### config.mk
export PLATFORM = sky130hd
export DESIGN_NAME = fft_frame_scheduler
export DESIGN_NICKNAME = d
export VERILOG_FILES = /design/src/rtl/fft_frame_scheduler_pkg.sv /design/src/rtl/fft_frame_scheduler_bank_ram.sv /design/src/rtl/fft_frame_scheduler.sv
export SDC_FILE = /design/constraint.sdc
export NUM_CORES = 2
export LEC_CHECK = 0
export ABC_AREA = 1
export BUFFER_PORTS_ARGS = -buffer_cell sky130_fd_sc_hd__clkbuf_2
export CAP_MARGIN = 20
export CORE_MARGIN = 2
export CORE_UTILIZATION = 30
export CTS_BUF_LIST = sky130_fd_sc_hd__clkbuf_2 sky130_fd_sc_hd__clkbuf_4 sky130_fd_sc_hd__clkbuf_8
export DETAILED_ROUTE_END_ITERATION = 12
export GPL_ROUTABILITY_DRIVEN = 0
export GPL_TIMING_DRIVEN = 1
export PLACE_DENSITY = 0.49
export SKIP_LAST_GASP = 1
export SYNTH_ARGS = -nofsm -noshare
export SYNTH_HDL_FRONTEND = slang
export SYNTH_SLANG_ARGS = --single-unit
### constraint.sdc
create_clock -name clk -period 2.83 [get_ports clk]
set_clock_uncertainty 0.05 [all_clocks]
set_input_delay 0.283 -clock clk [delete_from_list [all_inputs] [get_ports clk]]
set_output_delay 0.283 -clock clk [all_outputs]
set_load 0.02 [all_outputs]
### src/rtl/fft_frame_scheduler_pkg.sv
// Shared definitions for the FFT frame scheduler: parameter defaults,
// address-width helper and the scheduler FSM state encodings.
package fft_frame_scheduler_pkg;

   localparam int unsigned N_SAMPLES_DEFAULT   = 64;
   localparam int unsigned SAMPLE_W_DEFAULT    = 16;
   localparam int unsigned TIMEOUT_CYC_DEFAULT = 4096;

   function automatic int unsigned addr_width(input int unsigned n);
      return (n < 2) ? 1 : $clog2(n);
   endfunction

   localparam int unsigned ADDR_W_DEFAULT = addr_width(N_SAMPLES_DEFAULT);

   // Scheduler states; encodings kept stable for legacy debug tooling.
   localparam logic [1:0] ST_FILL      = 2'd0;
   localparam logic [1:0] ST_LAUNCH    = 2'd1;
   localparam logic [1:0] ST_WAIT_DONE = 2'd2;
   localparam logic [1:0] ST_COMMIT    = 2'd3;

endpackage

### src/rtl/fft_frame_scheduler_bank_ram.sv
// Dual-bank sample store: one write port, one registered read port.
// Storage is not reset; only the read data register is.
module frame_bank_ram
   import fft_frame_scheduler_pkg::*;
#(
   parameter int unsigned N_SAMPLES = N_SAMPLES_DEFAULT,
   parameter int unsigned SAMPLE_W  = SAMPLE_W_DEFAULT,
   parameter int unsigned ADDR_W    = addr_width(N_SAMPLES)
) (
   input  logic                clk,
   input  logic                reset,
   input  logic                wr_en_i,
   input  logic                wr_bank_i,
   input  logic [ADDR_W-1:0]   wr_addr_i,
   input  logic [SAMPLE_W-1:0] wr_data_i,
   input  logic                rd_bank_i,
   input  logic [ADDR_W-1:0]   rd_addr_i,
   output logic [SAMPLE_W-1:0] rd_data_o
);

   logic [SAMPLE_W-1:0] mem_q [2*N_SAMPLES];
   logic [SAMPLE_W-1:0] rd_data_q;

   always_ff @(posedge clk) begin
      if (wr_en_i) begin
         mem_q[{wr_bank_i, wr_addr_i}] <= wr_data_i;
      end
   end

   always_ff @(posedge clk) begin
      if (reset) begin
         rd_data_q <= '0;
      end else begin
         rd_data_q <= mem_q[{rd_bank_i, rd_addr_i}];
      end
   end

   assign rd_data_o = rd_data_q;

endmodule

### src/rtl/fft_frame_scheduler.sv
// FFT frame scheduler: ping-pong sample capture, FFT launch and display commit.
// Define FFT_TIMEOUT_EN to enable the fft_start -> fft_done watchdog.
module fft_frame_scheduler
   import fft_frame_scheduler_pkg::*;
#(
   parameter int unsigned N_SAMPLES   = N_SAMPLES_DEFAULT,
   parameter int unsigned SAMPLE_W    = SAMPLE_W_DEFAULT,
   parameter int unsigned TIMEOUT_CYC = TIMEOUT_CYC_DEFAULT
) (
   input  logic                             clk,
   input  logic                             reset,
   input  logic                             sample_valid,
   input  logic [SAMPLE_W-1:0]              sample_data,
   input  logic                             fft_ready,
   output logic                             fft_start,
   input  logic [addr_width(N_SAMPLES)-1:0] fft_rd_addr,
   output logic [SAMPLE_W-1:0]              fft_rd_data,
   input  logic                             fft_done,
   output logic                             disp_bank,
   output logic [7:0]                       frame_count,
   output logic                             overrun,
   output logic                             fft_error
);

   localparam int unsigned   AW       = addr_width(N_SAMPLES);
   localparam logic [AW-1:0] LAST_IDX = AW'(N_SAMPLES - 1);

   if (N_SAMPLES < 8 || N_SAMPLES > 256 || (N_SAMPLES & (N_SAMPLES - 1)) != 0) begin : g_bad_n
      $error("N_SAMPLES must be a power of two between 8 and 256");
   end
   if (TIMEOUT_CYC < 1) begin : g_bad_tmo
      $error("TIMEOUT_CYC must be at least 1");
   end

   logic [1:0]    state_q, state_d;
   logic [AW-1:0] wr_idx_q, wr_idx_d;
   logic          cap_bank_q, cap_bank_d;
   logic          full_q, full_d;
   logic          start_q, start_d;
   logic          disp_q, disp_d;
   logic [7:0]    count_q, count_d;
   logic          overrun_q, overrun_d;
   logic          wr_en;
   logic          last_wr;
   logic          swap;
   logic          timeout;

   // Capture side: a full bank outside FILL parks wr_idx at the last index
   // until FILL swaps banks; samples arriving meanwhile are dropped.
   always_comb begin
      wr_en   = sample_valid && !full_q;
      last_wr = wr_en && (wr_idx_q == LAST_IDX);
      swap    = (state_q == ST_FILL) && (full_q || last_wr);

      wr_idx_d   = wr_idx_q;
      full_d     = full_q;
      cap_bank_d = cap_bank_q;
      overrun_d  = overrun_q || (sample_valid && full_q);

      if (swap) begin
         wr_idx_d   = '0;
         full_d     = 1'b0;
         cap_bank_d = ~cap_bank_q;
      end else if (last_wr) begin
         full_d = 1'b1;
      end else if (wr_en) begin
         wr_idx_d = wr_idx_q + 1'b1;
      end
   end

   // Commit results are registered on entry to COMMIT so they are visible
   // during the COMMIT cycle itself.
   always_comb begin
      state_d = state_q;
      start_d = 1'b0;
      disp_d  = disp_q;
      count_d = count_q;
      case (state_q)
         ST_FILL: begin
            if (swap) state_d = ST_LAUNCH;
         end
         ST_LAUNCH: begin
            if (fft_ready) begin
               start_d = 1'b1;
               state_d = ST_WAIT_DONE;
            end
         end
         ST_WAIT_DONE: begin
            if (fft_done) begin
               state_d = ST_COMMIT;
               disp_d  = ~disp_q;
               count_d = count_q + 8'd1;
            end else if (timeout) begin
               state_d = ST_FILL;
            end
         end
         ST_COMMIT: state_d = ST_FILL;
         default:   state_d = ST_FILL;
      endcase
   end

   always_ff @(posedge clk) begin
      if (reset) begin
         state_q    <= ST_FILL;
         wr_idx_q   <= '0;
         cap_bank_q <= 1'b0;
         full_q     <= 1'b0;
         start_q    <= 1'b0;
         disp_q     <= 1'b0;
         count_q    <= '0;
         overrun_q  <= 1'b0;
      end else begin
         state_q    <= state_d;
         wr_idx_q   <= wr_idx_d;
         cap_bank_q <= cap_bank_d;
         full_q     <= full_d;
         start_q    <= start_d;
         disp_q     <= disp_d;
         count_q    <= count_d;
         overrun_q  <= overrun_d;
      end
   end

`ifdef FFT_TIMEOUT_EN
   localparam int unsigned TW = $clog2(TIMEOUT_CYC + 1);

   logic [TW-1:0] tmo_q, tmo_d;
   logic          error_q, error_d;

   // Counter is zero in the fft_start cycle; expiry lands TIMEOUT_CYC cycles later.
   always_comb begin
      tmo_d = tmo_q;
      if (start_d) begin
         tmo_d = '0;
      end else if (state_q == ST_WAIT_DONE) begin
         tmo_d = tmo_q + 1'b1;
      end
      timeout = (state_q == ST_WAIT_DONE) && !fft_done && (tmo_q == TW'(TIMEOUT_CYC - 1));
      error_d = error_q || timeout;
   end

   always_ff @(posedge clk) begin
      if (reset) begin
         tmo_q   <= '0;
         error_q <= 1'b0;
      end else begin
         tmo_q   <= tmo_d;
         error_q <= error_d;
      end
   end

   assign fft_error = error_q;
`else
   assign timeout   = 1'b0;
   assign fft_error = 1'b0;
`endif

   frame_bank_ram #(
      .N_SAMPLES (N_SAMPLES),
      .SAMPLE_W  (SAMPLE_W),
      .ADDR_W    (AW)
   ) u_ram (
      .clk       (clk),
      .reset     (reset),
      .wr_en_i   (wr_en),
      .wr_bank_i (cap_bank_q),
      .wr_addr_i (wr_idx_q),
      .wr_data_i (sample_data),
      .rd_bank_i (~cap_bank_q),
      .rd_addr_i (fft_rd_addr),
      .rd_data_o (fft_rd_data)
   );

   assign fft_start   = start_q;
   assign disp_bank   = disp_q;
   assign frame_count = count_q;
   assign overrun     = overrun_q;

endmodule

==> results.json <==
{
  "use_met2_pct": 29.9,
  "vias": 56900,
  "critPathLaunchType": "register",
  "grt_pass1_vias": 54900,
  "tritoncts": "yes",
  "synth_top_area_share_pct": 73.3,
  "crit_required_ns": 3.45,
  "core_region_area_um2": 279000,
  "cts.sinks": 2085,
  "grt_max_degree": 106,
  "cts_max_path_buffers": 4,
  "ff2ff_setup_slack_ns": 0.43,
  "wl_um": 272000,
  "finalMaxSlewViolations": 0,
  "synth_warnings": 0,
  "crit_buf_inv": 2,
  "area_growth_pct": 17.1,
  "via_per_inst": 4.99,
  "met3_usage_pct": 2.90,
  "synth.area.top_cells": "edfxtp_1 (73%), nand3_1 (12%), nand2_1 (10%)",
  "synth.most_common_cell": "nand2_1",
  "layout-drive-gt1-share_pct": 13.5,
  "power_density_nw_per_um2": 669,
  "crit_arrival_ns": 3.01,
  "pre_cts_ws_ns": -0.101,
  "fmax_mhz": 418,
  "layout_min_cycle_time_ns": 2.40,
  "stdcell_count": 11400,
  "busiest_layer": "met2",
  "synth_edf_count": 2048,
  "die_h_um": 533,
  "grt_overflow": 0,
  "dieArea_um2": 284000,
  "first_pass_iters": 6,
  "wire_per_inst_um": 23.9,
  "rsz0062_at_grt": "no",
  "post-dp-hpwl_um": 159000,
  "cts_inserted_buffers": 362,
  "io_pins": 55,
  "antenna_found_initial": 14,
  "ys_types": 26,
  "drtIter0Drc": 6009,
  "post_synth_instance_area_um2": 83900,
  "yosysTopAreaCell": "edfxtp_1",
  "ys_ff_latch": 2085,
  "async_flop_share_pct": 0,
  "worst_slack_ns": 0.435,
  "met1_usage_pct": 25.8,
  "start_util_pct": 30.1,
  "grt_pass1_wl_um": 392000,
  "hold_viol": 0,
  "synth-main-ff-cell": "edfxtp_1",
  "min_path_type": "primary input to register",
  "status": "finished clean",
  "track_usage_pct": 18.6,
  "max-vdd-ir-drop_mv": 0.346,
  "cap_violations": 0,
  "crit_path_max_incr_delay_ns": 0.44,
  "relSlewSlack_pct": 38.7,
  "io_buffer_count": 53,
  "h-tree-depth": 5,
  "syn_area_per_cell_um2": 12.0,
  "die_w_um": 533,
  "setup_viol": 0,
  "syn_nets": 7046,
  "p_leak_nw": 34.7,
  "crit_family": "simple AND/OR/NAND/NOR gates",
  "hold_slack_ns": 0.118,
  "endpoint_kind": "register",
  "critical_path_class": "register to register",
  "fill_cells": 27500,
  "place_inst": 10700,
  "worst_slew_pin_slew_ns": 0.920,
  "row_count": 194,
  "final_nets": 7429,
  "clk-insertion-delay-late_ns": 0.99,
  "path_cells": "buf_4 > nor2_1 > nand2_1 > nor2_1 > buf_4",
  "netlist_instances": 7014,
  "ys_top_cells_by_count": "nand2_1 (2247), edfxtp_1 (2048), nand3_1 (1943)",
  "ys_seq_area_share_pct": 74.2,
  "ant_nets": 0,
  "fin_util_pct": 35.2,
  "drc": 0,
  "slowest_stage": "dfxtp_1",
  "clk_pin_slew_worst_paths_ns": 0.06,
  "crit_path_max_fanout": 15,
  "root_buffer": "clkbuf_8",
  "fin_crit_sh_pct": 84.6
}
[area by class of cell]
| class | instances | area [um2] | area share [%] |
|---|---|---|---|
| diodes | 6 | 15.0 | 0.0153 |
| clock buffers | 498 | 6070 | 6.19 |
| clock inverters | 133 | 881 | 0.897 |
| inverters | 49 | 220 | 0.224 |
| multi-input cells | 4417 | 19200 | 19.5 |
| flip-flops and latches | 2085 | 62200 | 63.4 |
| well taps | 3724 | 4660 | 4.75 |
| repair buffers | 482 | 4890 | 4.98 |
[per-stage QoR]
stage	TNS [ns]	total power, mW	instance area (um2)
after global routing	0	67.9	98100
after CTS	0	66.3	98100
final	0	65.7	98200
after floorplan	0	36.8	83900
after detailed placement	-0.114	39.2	90900
after global placement	-0.281	39.2	90900
[repair_timing]
action / CTS / global route
endpoints found under the setup margin: 0 / 0
buffers inserted: 0 / 0
hold endpoints to repair: 1499 / 0
hold buffers: 27 / 0
gates resized for setup: 0 / 0
[layout by cell type, fill, tap and decap left out, drive strengths merged]
cell type	count
o21a	1
conb	1
inv	58
dfxtp	37
nor3b	1
clkinvlp	6
clkbuf	530
a211oi	2
diode	6
o22ai	1
dlygate4sd3	27
nand4	1
nor2	182
a221oi	1
nand2	2247
nand3	1943
o21ai	8
and3	1
a21oi	10
buf	423
bufinv	8
ha	5
nor3	10
edfxtp	2048
xor2	3
clkinv	110
[worst paths after layout]
path	start	depth (start not counted)	to
min reg2reg	frame_count[7]	2	frame_count[7]
max	cap_bank_q	5	u_ram.mem_q[36][9]
max reg2reg	cap_bank_q	5	u_ram.mem_q[36][9]
min	fft_rd_addr[5]	6	u_ram.rd_data_o[8]
[worst reg2reg max path, cell delays in order (launching register included)]
cell and delay (ns):
dfxtp_1 0.44, buf_4 0.31, nor2_1 0.29, nand2_1 0.39, nor2_1 0.30, buf_4 0.30
[flip-flops by register name, indices dropped and copies added (netlist names)]
register,count
u_ram.mem_q,2048
u_ram.rd_data_o,16
frame_count,8
wr_idx_q,6
state_q,2
cap_bank_q,1
disp_bank,1
fft_start,1
full_q,1
overrun,1
[per-layer routing]
metal	wire [um]	vias up
li1	-	25700
met1	119000	28600
met2	128000	2065
met3	17200	437
met4	8260	4
met5	23	-
[cells by family (layout without fill, tap and decap cells)]
group / Yosys count / after routing / share of synthesized area [%]
adder cells (fa/ha/maj): 5 / 5 / 0.0746
buffers and inverters: 512 / 1162 / 2.96
other: 1 / 7 / 0.00447
flip-flops: 2085 / 2085 / 74.2
AND/OR/NAND/NOR: 4385 / 4385 / 22.6
XOR/XNOR: 3 / 3 / 0.0313
AO/OA/AOI/OAI: 23 / 23 / 0.152
[power breakdown]
group / internal [mW] / switching, mW / total (mW)
Clock: 14.6 / 12.5 / 27.1
Combinational: 1.21 / 3.34 / 4.54
Sequential: 34.0 / 0.0666 / 34.0
Total: 49.8 / 15.9 / 65.7
Power figures use the tool's default switching activity.
